File: src/rtl/pattern_det_pkg.sv
// Shared definitions for the multi-channel pattern detector.
//   - mask-source select codes for the per-channel control word
//   - auto-reset mode codes for channel 0
//   - control-word bit positions and a packed view of the control word
package pattern_det_pkg;

  // Mask source select codes (ctrl.sel_mask)
  localparam logic [1:0] SEL_MASK_STATIC = 2'd0;  // table mask
  localparam logic [1:0] SEL_MASK_C      = 2'd1;  // C
  localparam logic [1:0] SEL_MASK_RND1   = 2'd2;  // (~C) << 1
  localparam logic [1:0] SEL_MASK_RND2   = 2'd3;  // (~C) << 2

  // Auto-reset modes for channel 0
  localparam int AR_NONE    = 0;
  localparam int AR_MATCH   = 1;
  localparam int AR_NOMATCH = 2;

  // Control word layout: {en, sel_pattern, sel_mask[1:0]}
  localparam int CTRL_W            = 4;
  localparam int CTRL_EN           = 3;
  localparam int CTRL_SEL_PAT      = 2;
  localparam int CTRL_SEL_MASK_MSB = 1;
  localparam int CTRL_SEL_MASK_LSB = 0;

  // Packed view matching the bit positions above
  typedef struct packed {
    logic       en;
    logic       sel_pattern;
    logic [1:0] sel_mask;
  } ctrl_t;

endpackage

File: src/rtl/pattern_det_channel.sv
// One detector channel: pattern/mask selection, match and complement-match
// compare, optional output register, past registers, overflow/underflow
// events, sticky flags and a saturating hit counter.
// Ports:
//   clk, rst_n           clock, asynchronous active-low reset
//   cep                  clock enable for all state in this channel
//   clr                  clears sticky flags and hit counter (wins over set)
//   p, c                 value under test, dynamic pattern/mask source
//   tbl_pattern/mask     static entry from the config table
//   tbl_ctrl             {en, sel_pattern, sel_mask}
//   pat_det, pat_bdet    detect outputs (registered when PREG=1)
//   overflow, underflow  edge events derived from past registers
//   ovf_sticky, unf_sticky latched events
//   hit_cnt              saturating count of cycles with pat_det=1
//   det_past             previous pat_det, used by the top for auto-reset
module pattern_det_channel
  import pattern_det_pkg::*;
#(
  parameter int WIDTH = 48,
  parameter int PREG  = 1,
  parameter int CNT_W = 8
) (
  input  logic             clk,
  input  logic             rst_n,
  input  logic             cep,
  input  logic             clr,
  input  logic [WIDTH-1:0] p,
  input  logic [WIDTH-1:0] c,
  input  logic [WIDTH-1:0] tbl_pattern,
  input  logic [WIDTH-1:0] tbl_mask,
  input  ctrl_t            tbl_ctrl,
  output logic             pat_det,
  output logic             pat_bdet,
  output logic             overflow,
  output logic             underflow,
  output logic             ovf_sticky,
  output logic             unf_sticky,
  output logic [CNT_W-1:0] hit_cnt,
  output logic             det_past
);

  logic [WIDTH-1:0] pat;
  logic [WIDTH-1:0] mask;
  logic             det;
  logic             bdet;
  logic             bdet_past;

  // NOTE: every variable gets a default at the top of always_comb so no path
  // leaves it unassigned, which would otherwise infer a latch.
  always_comb begin
    pat  = tbl_pattern;
    mask = tbl_mask;
    if (tbl_ctrl.sel_pattern) pat = c;
    case (tbl_ctrl.sel_mask)
      SEL_MASK_STATIC: mask = tbl_mask;
      SEL_MASK_C:      mask = c;
      SEL_MASK_RND1:   mask = (~c) << 1;
      SEL_MASK_RND2:   mask = (~c) << 2;
      default:         mask = tbl_mask;
    endcase
    // A mask bit of 1 forces that bit position to compare true.
    det  = tbl_ctrl.en & (&(~(p ^ pat) | mask));
    bdet = tbl_ctrl.en & (&((p ^ pat) | mask));
  end

  generate
    if (PREG == 1) begin : g_preg
      logic det_q;
      logic bdet_q;
      // NOTE: sequential state uses non-blocking assignments so every flop
      // samples pre-edge values regardless of statement order.
      always_ff @(posedge clk or negedge rst_n) begin
        if (!rst_n) begin
          det_q  <= 1'b0;
          bdet_q <= 1'b0;
        end else if (cep) begin
          det_q  <= det;
          bdet_q <= bdet;
        end
      end
      assign pat_det  = det_q;
      assign pat_bdet = bdet_q;
    end else begin : g_comb
      assign pat_det  = det;
      assign pat_bdet = bdet;
    end
  endgenerate

  // Past registers follow the post-PREG outputs.
  always_ff @(posedge clk or negedge rst_n) begin
    if (!rst_n) begin
      det_past  <= 1'b0;
      bdet_past <= 1'b0;
    end else if (cep) begin
      det_past  <= pat_det;
      bdet_past <= pat_bdet;
    end
  end

  // A match (or complement match) that has just been lost without the other
  // appearing in its place.
  assign overflow  = det_past  & ~pat_det & ~pat_bdet;
  assign underflow = bdet_past & ~pat_det & ~pat_bdet;

  always_ff @(posedge clk or negedge rst_n) begin
    if (!rst_n) begin
      ovf_sticky <= 1'b0;
      unf_sticky <= 1'b0;
      hit_cnt    <= '0;
    end else if (clr) begin
      ovf_sticky <= 1'b0;
      unf_sticky <= 1'b0;
      hit_cnt    <= '0;
    end else if (cep) begin
      if (overflow)  ovf_sticky <= 1'b1;
      if (underflow) unf_sticky <= 1'b1;
      if (pat_det && (hit_cnt != '1)) hit_cnt <= hit_cnt + 1'b1;
    end
  end

endmodule

File: src/rtl/pattern_detector_mc.sv
// Multi-channel pattern detector for the DSP slice output stage.
// Holds the runtime-writable pattern/mask/ctrl table, decodes table writes,
// instantiates one detector channel per entry and drives the channel-0
// auto-reset request for the P register.
// Ports:
//   clk, RSTn            clock, asynchronous active-low reset
//   CEP                  clock enable for detect/past/counter state
//   P, C                 value under test, dynamic pattern/mask source
//   cfg_we, cfg_addr     table write strobe and channel (out of range ignored)
//   cfg_pattern/mask     static pattern and mask (mask 1 = ignore bit)
//   cfg_ctrl             {en, sel_pattern, sel_mask[1:0]}
//   clr                  clears sticky flags and hit counters
//   PATTERNDETECT/PATTERNBDETECT, OVERFLOW/UNDERFLOW, OVF/UNF_STICKY  per channel
//   HIT_CNT              channel k at [k*CNT_W +: CNT_W]
//   AUTORESET_P          P-register reset request from channel 0
module pattern_detector_mc
  import pattern_det_pkg::*;
#(
  parameter int WIDTH            = 48,
  parameter int NCH              = 4,
  parameter int PREG             = 1,
  parameter int AUTORESET_PATDET = 0,
  parameter int CNT_W            = 8
) (
  input  logic                                 clk,
  input  logic                                 RSTn,
  input  logic                                 CEP,
  input  logic [WIDTH-1:0]                     P,
  input  logic [WIDTH-1:0]                     C,
  input  logic                                 cfg_we,
  input  logic [(NCH > 1 ? $clog2(NCH) : 1)-1:0] cfg_addr,
  input  logic [WIDTH-1:0]                     cfg_pattern,
  input  logic [WIDTH-1:0]                     cfg_mask,
  input  logic [CTRL_W-1:0]                    cfg_ctrl,
  input  logic                                 clr,
  output logic [NCH-1:0]                       PATTERNDETECT,
  output logic [NCH-1:0]                       PATTERNBDETECT,
  output logic [NCH-1:0]                       OVERFLOW,
  output logic [NCH-1:0]                       UNDERFLOW,
  output logic [NCH-1:0]                       OVF_STICKY,
  output logic [NCH-1:0]                       UNF_STICKY,
  output logic [NCH*CNT_W-1:0]                 HIT_CNT,
  output logic                                 AUTORESET_P
);

  localparam int AW = (NCH > 1) ? $clog2(NCH) : 1;

  logic [WIDTH-1:0] tbl_pattern [NCH];
  logic [WIDTH-1:0] tbl_mask    [NCH];
  ctrl_t            tbl_ctrl    [NCH];
  logic [NCH-1:0]   det_past;

  // NOTE: the table is a handful of flops, not a RAM, and it has defined
  // reset contents (all channels disabled), so it is reset like any register.
  // Writes ignore CEP; a write lands at the edge, so the channel compares
  // against the old entry in the write cycle and the new one afterwards.
  always_ff @(posedge clk or negedge RSTn) begin
    if (!RSTn) begin
      for (int k = 0; k < NCH; k++) begin
        tbl_pattern[k] <= '0;
        tbl_mask[k]    <= '1;
        tbl_ctrl[k]    <= '0;
      end
    end else if (cfg_we) begin
      // Only addresses that match a channel index write; the rest fall through.
      for (int k = 0; k < NCH; k++) begin
        if (cfg_addr == AW'(k)) begin
          tbl_pattern[k] <= cfg_pattern;
          tbl_mask[k]    <= cfg_mask;
          tbl_ctrl[k]    <= ctrl_t'(cfg_ctrl);
        end
      end
    end
  end

  generate
    for (genvar k = 0; k < NCH; k++) begin : g_ch
      pattern_det_channel #(
        .WIDTH (WIDTH),
        .PREG  (PREG),
        .CNT_W (CNT_W)
      ) u_ch (
        .clk         (clk),
        .rst_n       (RSTn),
        .cep         (CEP),
        .clr         (clr),
        .p           (P),
        .c           (C),
        .tbl_pattern (tbl_pattern[k]),
        .tbl_mask    (tbl_mask[k]),
        .tbl_ctrl    (tbl_ctrl[k]),
        .pat_det     (PATTERNDETECT[k]),
        .pat_bdet    (PATTERNBDETECT[k]),
        .overflow    (OVERFLOW[k]),
        .underflow   (UNDERFLOW[k]),
        .ovf_sticky  (OVF_STICKY[k]),
        .unf_sticky  (UNF_STICKY[k]),
        .hit_cnt     (HIT_CNT[k*CNT_W +: CNT_W]),
        .det_past    (det_past[k])
      );
    end
  endgenerate

  // Only channel 0's past value drives auto-reset; the others are spare.
  logic unused_det_past;
  assign unused_det_past = ^det_past;

  always_comb begin
    AUTORESET_P = 1'b0;
    case (AUTORESET_PATDET)
      AR_MATCH:   AUTORESET_P = CEP & PATTERNDETECT[0];
      AR_NOMATCH: AUTORESET_P = CEP & ~PATTERNDETECT[0] & det_past[0];
      default:    AUTORESET_P = 1'b0;
    endcase
  end

endmodule

File: config.mk
export PLATFORM = sky130hd
export DESIGN_NAME = pattern_detector_mc
export DESIGN_NICKNAME = d
export VERILOG_FILES = /design/src/rtl/pattern_det_pkg.sv /design/src/rtl/pattern_det_channel.sv /design/src/rtl/pattern_detector_mc.sv
export SDC_FILE = /design/constraint.sdc
export NUM_CORES = 1
export LEC_CHECK = 0
export ABC_CLOCK_PERIOD_IN_PS = 3300
export CORE_MARGIN = 2
export CORE_UTILIZATION = 59
export DETAILED_ROUTE_END_ITERATION = 8
export PLACE_DENSITY = 0.9
export SLEW_MARGIN = 20
export SYNTH_ARGS = -nofsm -noshare
export SYNTH_HDL_FRONTEND = slang
export SYNTH_SLANG_ARGS = --single-unit
export TNS_END_PERCENT = 100
File: constraint.sdc
create_clock -name clk -period 3.3 [get_ports clk]
set_input_delay 0.66 -clock clk [delete_from_list [all_inputs] [get_ports clk]]
set_output_delay 0.66 -clock clk [all_outputs]
set_load 0.02 [all_outputs]
==> results of run 1 <==
## cell type report
| class | instances | area, um^2 | share of cell area [%] |
|---|---|---|---|
| multi-input combinational | 1598 | 16800 | 46.6 |
| sequential | 456 | 11700 | 32.4 |
| clock inverter | 18 | 278 | 0.771 |
| antenna | 2 | 5.00 | 0.0139 |
| tap | 672 | 841 | 2.33 |
| clock buffer | 75 | 1460 | 4.05 |
| timing repair buffer | 496 | 4760 | 13.2 |
| inverter | 56 | 210 | 0.584 |
## report_power, final
part / switching, uW / internal (uW)
Combinational: 5550 / 4220
Clock: 2460 / 3600
Sequential: 853 / 6870
Total: 8860 / 14700
## metrics by stage
step	power [uW]	hold WS [ps]	setup TNS [ps]	area, um^2	utilization, %
6_report	23500	46.6	-19.7	36000	72.2
5_1_grt	23800	82.4	0	36000	72.2
4_1_cts	23100	84.3	0	36000	72.2
3_5_place_dp	17000	490	-596	34300	68.7
3_3_place_gp	16800	478	-650	34300	68.7
2_1_floorplan	12600	364	0	29700	-
## per-layer routing
metal	track usage [%]	up-vias
met4	28.6	8
met1	61.6	12300
met2	77.1	2223
li1	-	9302
met5	0	-
met3	14.1	562
## worst max-delay path, cell delays in order, from the launching register on
cell	delay (ps)
dfrtp_2	640
buf_12	260
mux2i_1	390
xor2_1	510
o22ai_1	180
nor4_2	660
nand4_1	370
o22ai_1	210
## cells by family after synthesis
kind of cell               after synthesis  synth area share [%]
AOI/OAI and AO/OA                      229                  4.86
buffers and inverters                  254                  4.20
adders and majority gates                4                 0.169
and+or+nand+nor                        191                  3.52
muxes                                  795                  36.8
xor gates and xnor gates               378                  11.2
DFF                                    456                  39.3
other                                    1                0.0126
## state kept, by name, indices dropped and copies added (netlist names)
name,cells
g_ch.u_ch.pat_det,4
tbl_pattern,192
g_ch.u_ch.det_past,4
g_ch.u_ch.hit_cnt,32
g_ch.u_ch.pat_bdet,4
tbl_mask,192
g_ch.u_ch.bdet_past,4
tbl_ctrl,16
g_ch.u_ch.unf_sticky,4
g_ch.u_ch.ovf_sticky,4
## path summary, 6_finish.rpt
kind	endpoint	cells after the start	slack, ps	start
setup / recovery	g_ch[2].u_ch.pat_det$_DFFE_PN0P_	7	-20	tbl_ctrl[6]$_DFFE_PN0P_
min in group clk	g_ch[2].u_ch.unf_sticky$_DFFE_PN0P_	2	500	g_ch[2].u_ch.unf_sticky$_DFFE_PN0P_
hold reg to reg	g_ch[2].u_ch.unf_sticky$_DFFE_PN0P_	2	500	g_ch[2].u_ch.unf_sticky$_DFFE_PN0P_
setup reg to reg	g_ch[2].u_ch.pat_det$_DFFE_PN0P_	7	-20	tbl_ctrl[6]$_DFFE_PN0P_
max in group asynchronous	tbl_mask[6]$_DFFE_PN1P_	2	2180	RSTn
hold / removal	g_ch[3].u_ch.hit_cnt[4]$_DFFE_PN0P_	1	50	RSTn
## layout by cell type, fill, tap and decap left out, types with 10 or more instances in the layout
cell             count
mux2_2             408
clkdlybuf4s50_1    256
dfrtp_1            252
buf_4              207
xor2_1             196
dfstp_2            192
mux2i_1            186
mux4_2             184
o22ai_1            184
xnor2_1            182
inv_1               56
clkbuf_16           53
nor2_1              40
nor4_1              39
buf_12              31
nand4_1             19
nand2_1             18
clkbuf_1            17
a21oi_1             16
nor2b_1             14
o21ai_0             12
nand2b_1            11
nand3_1             10
## what timing repair did
action                     in CTS  in global routing
hold endpoints to repair        0                  0
setup buffers                   0                  0
setup endpoints to repair       1                  0
hold buffers                    0                  0
resized for setup               1                  0
==> out/summary.txt, run 1 <==
Status: complete, but fails checks
Violated checks: negative setup slack
CTS sink cnt: 456
Async S/R FF share, synth: 100%
CP max FO: 15
Vias per inst: 7.23
Placed Cells: 3278
Startpoint type of the worst setup path: register
Final nets: 2865
Main synth FF type: dfrtp_1
Max-slew violation count: 0
Clock transition at path regs: 60 ps
Initial antenna violation count: 7
Fill cells: 3153
Top Metal Used: met5
GRT overflow: 0
Worst Slack Setup Final: -19.7 ps
CTS tree: yes
Met1 wire length: 44700 um
Syn Nets: 2515
Max_slew headroom: 39.8%
WP data required: 3810 ps
Cell area after synthesis: 0.0297 mm^2
CTS max path bufs: 3
H-tree depth: 2
Register area share after synthesis: 39.3%
I/O Buffers: 258
Worst Path Arrival: 3830 ps
Leakage: 0.0145 uW
Initial Util: 59.5%
Row count: 82
Initial DRC Count: 3586
Clk_lat worst skew: 610 ps
Most common cell in the netlist: mux2_2
GR Util All Layers: 49.3%
CTS root buffer: clkbuf_16
Drt first pass iters: 6
Worst setup EP type: register
Seq cells post-synth: 456
Antenna-violating nets left: 0
Vias: 24400
WL final: 128000 um
Final Hold Fails: 0
Min Clock Period, post-route: 3320 ps
Met3 wire len: 16300 um
Core ar.: 0.0499 mm^2
Largest area contributor in the netlist: dfrtp_1
DIE AREA: 0.0521 mm^2
Largest net degree at the start of global routing: 87
RSZ-0062 raised after global routing: false
Routed wl met2: 57700 um
Final setup fails: 1
PD cells: 654 mW/mm^2
Cell count after synthesis: 2308
Syn. warnings: 0
Slew @ Worst Pin: 903 ps
WS Path Type: reg -> reg
Post-synth EDFFs: 0
Max-Cap Viols: 0
Placement Setup Slack: -526 ps
Die Y: 228 um
Synth top area cells: dfrtp_1 22%, dfstp_2 17%, mux2_2 15%
Post-synthesis cell type count: 44
Number of global-route vias before repair: 24800
FMAX: 0.301 GHz
Wirelength per Cell: 38.1 um
Share of the synthesized area in the top cell type: 22.3%
Finished Layout Cells: 3373
Hold Crit Class: in -> async
Crit share post-route: 101%
I/O pins: 260
DPL Wire Length: 99900 um
Skew final: 21.6 ps
First-pass GRT wire length: 183000 um
Mean Syn Cell Area: 12.9 um^2
Gpl congestion: 1.14
DR DRC count: 0
Layout cells sized above 1: 42.1%
Post-synth top cells: 408 x mux2_2, 264 x dfrtp_1, 196 x xor2_1
VDD IR-drop max: 0.688 mV
DIE WIDTH: 228 um
Synthesis-to-layout area growth: 21.4%
Num CTS Buffers: 50
Note: power is estimated with default switching activity, not from simulation.
==> run 2: changes to the inputs <==
--- a/config.mk
+++ b/config.mk
@@ -6,6 +6,7 @@
 export NUM_CORES = 1
 export LEC_CHECK = 0
 export ABC_CLOCK_PERIOD_IN_PS = 3300
+export CAP_MARGIN = 10
 export CORE_MARGIN = 2
 export CORE_UTILIZATION = 59
 export DETAILED_ROUTE_END_ITERATION = 8
==> results of run 2 <==
The final DEF is identical to that of run 1; final timing and power are the same.
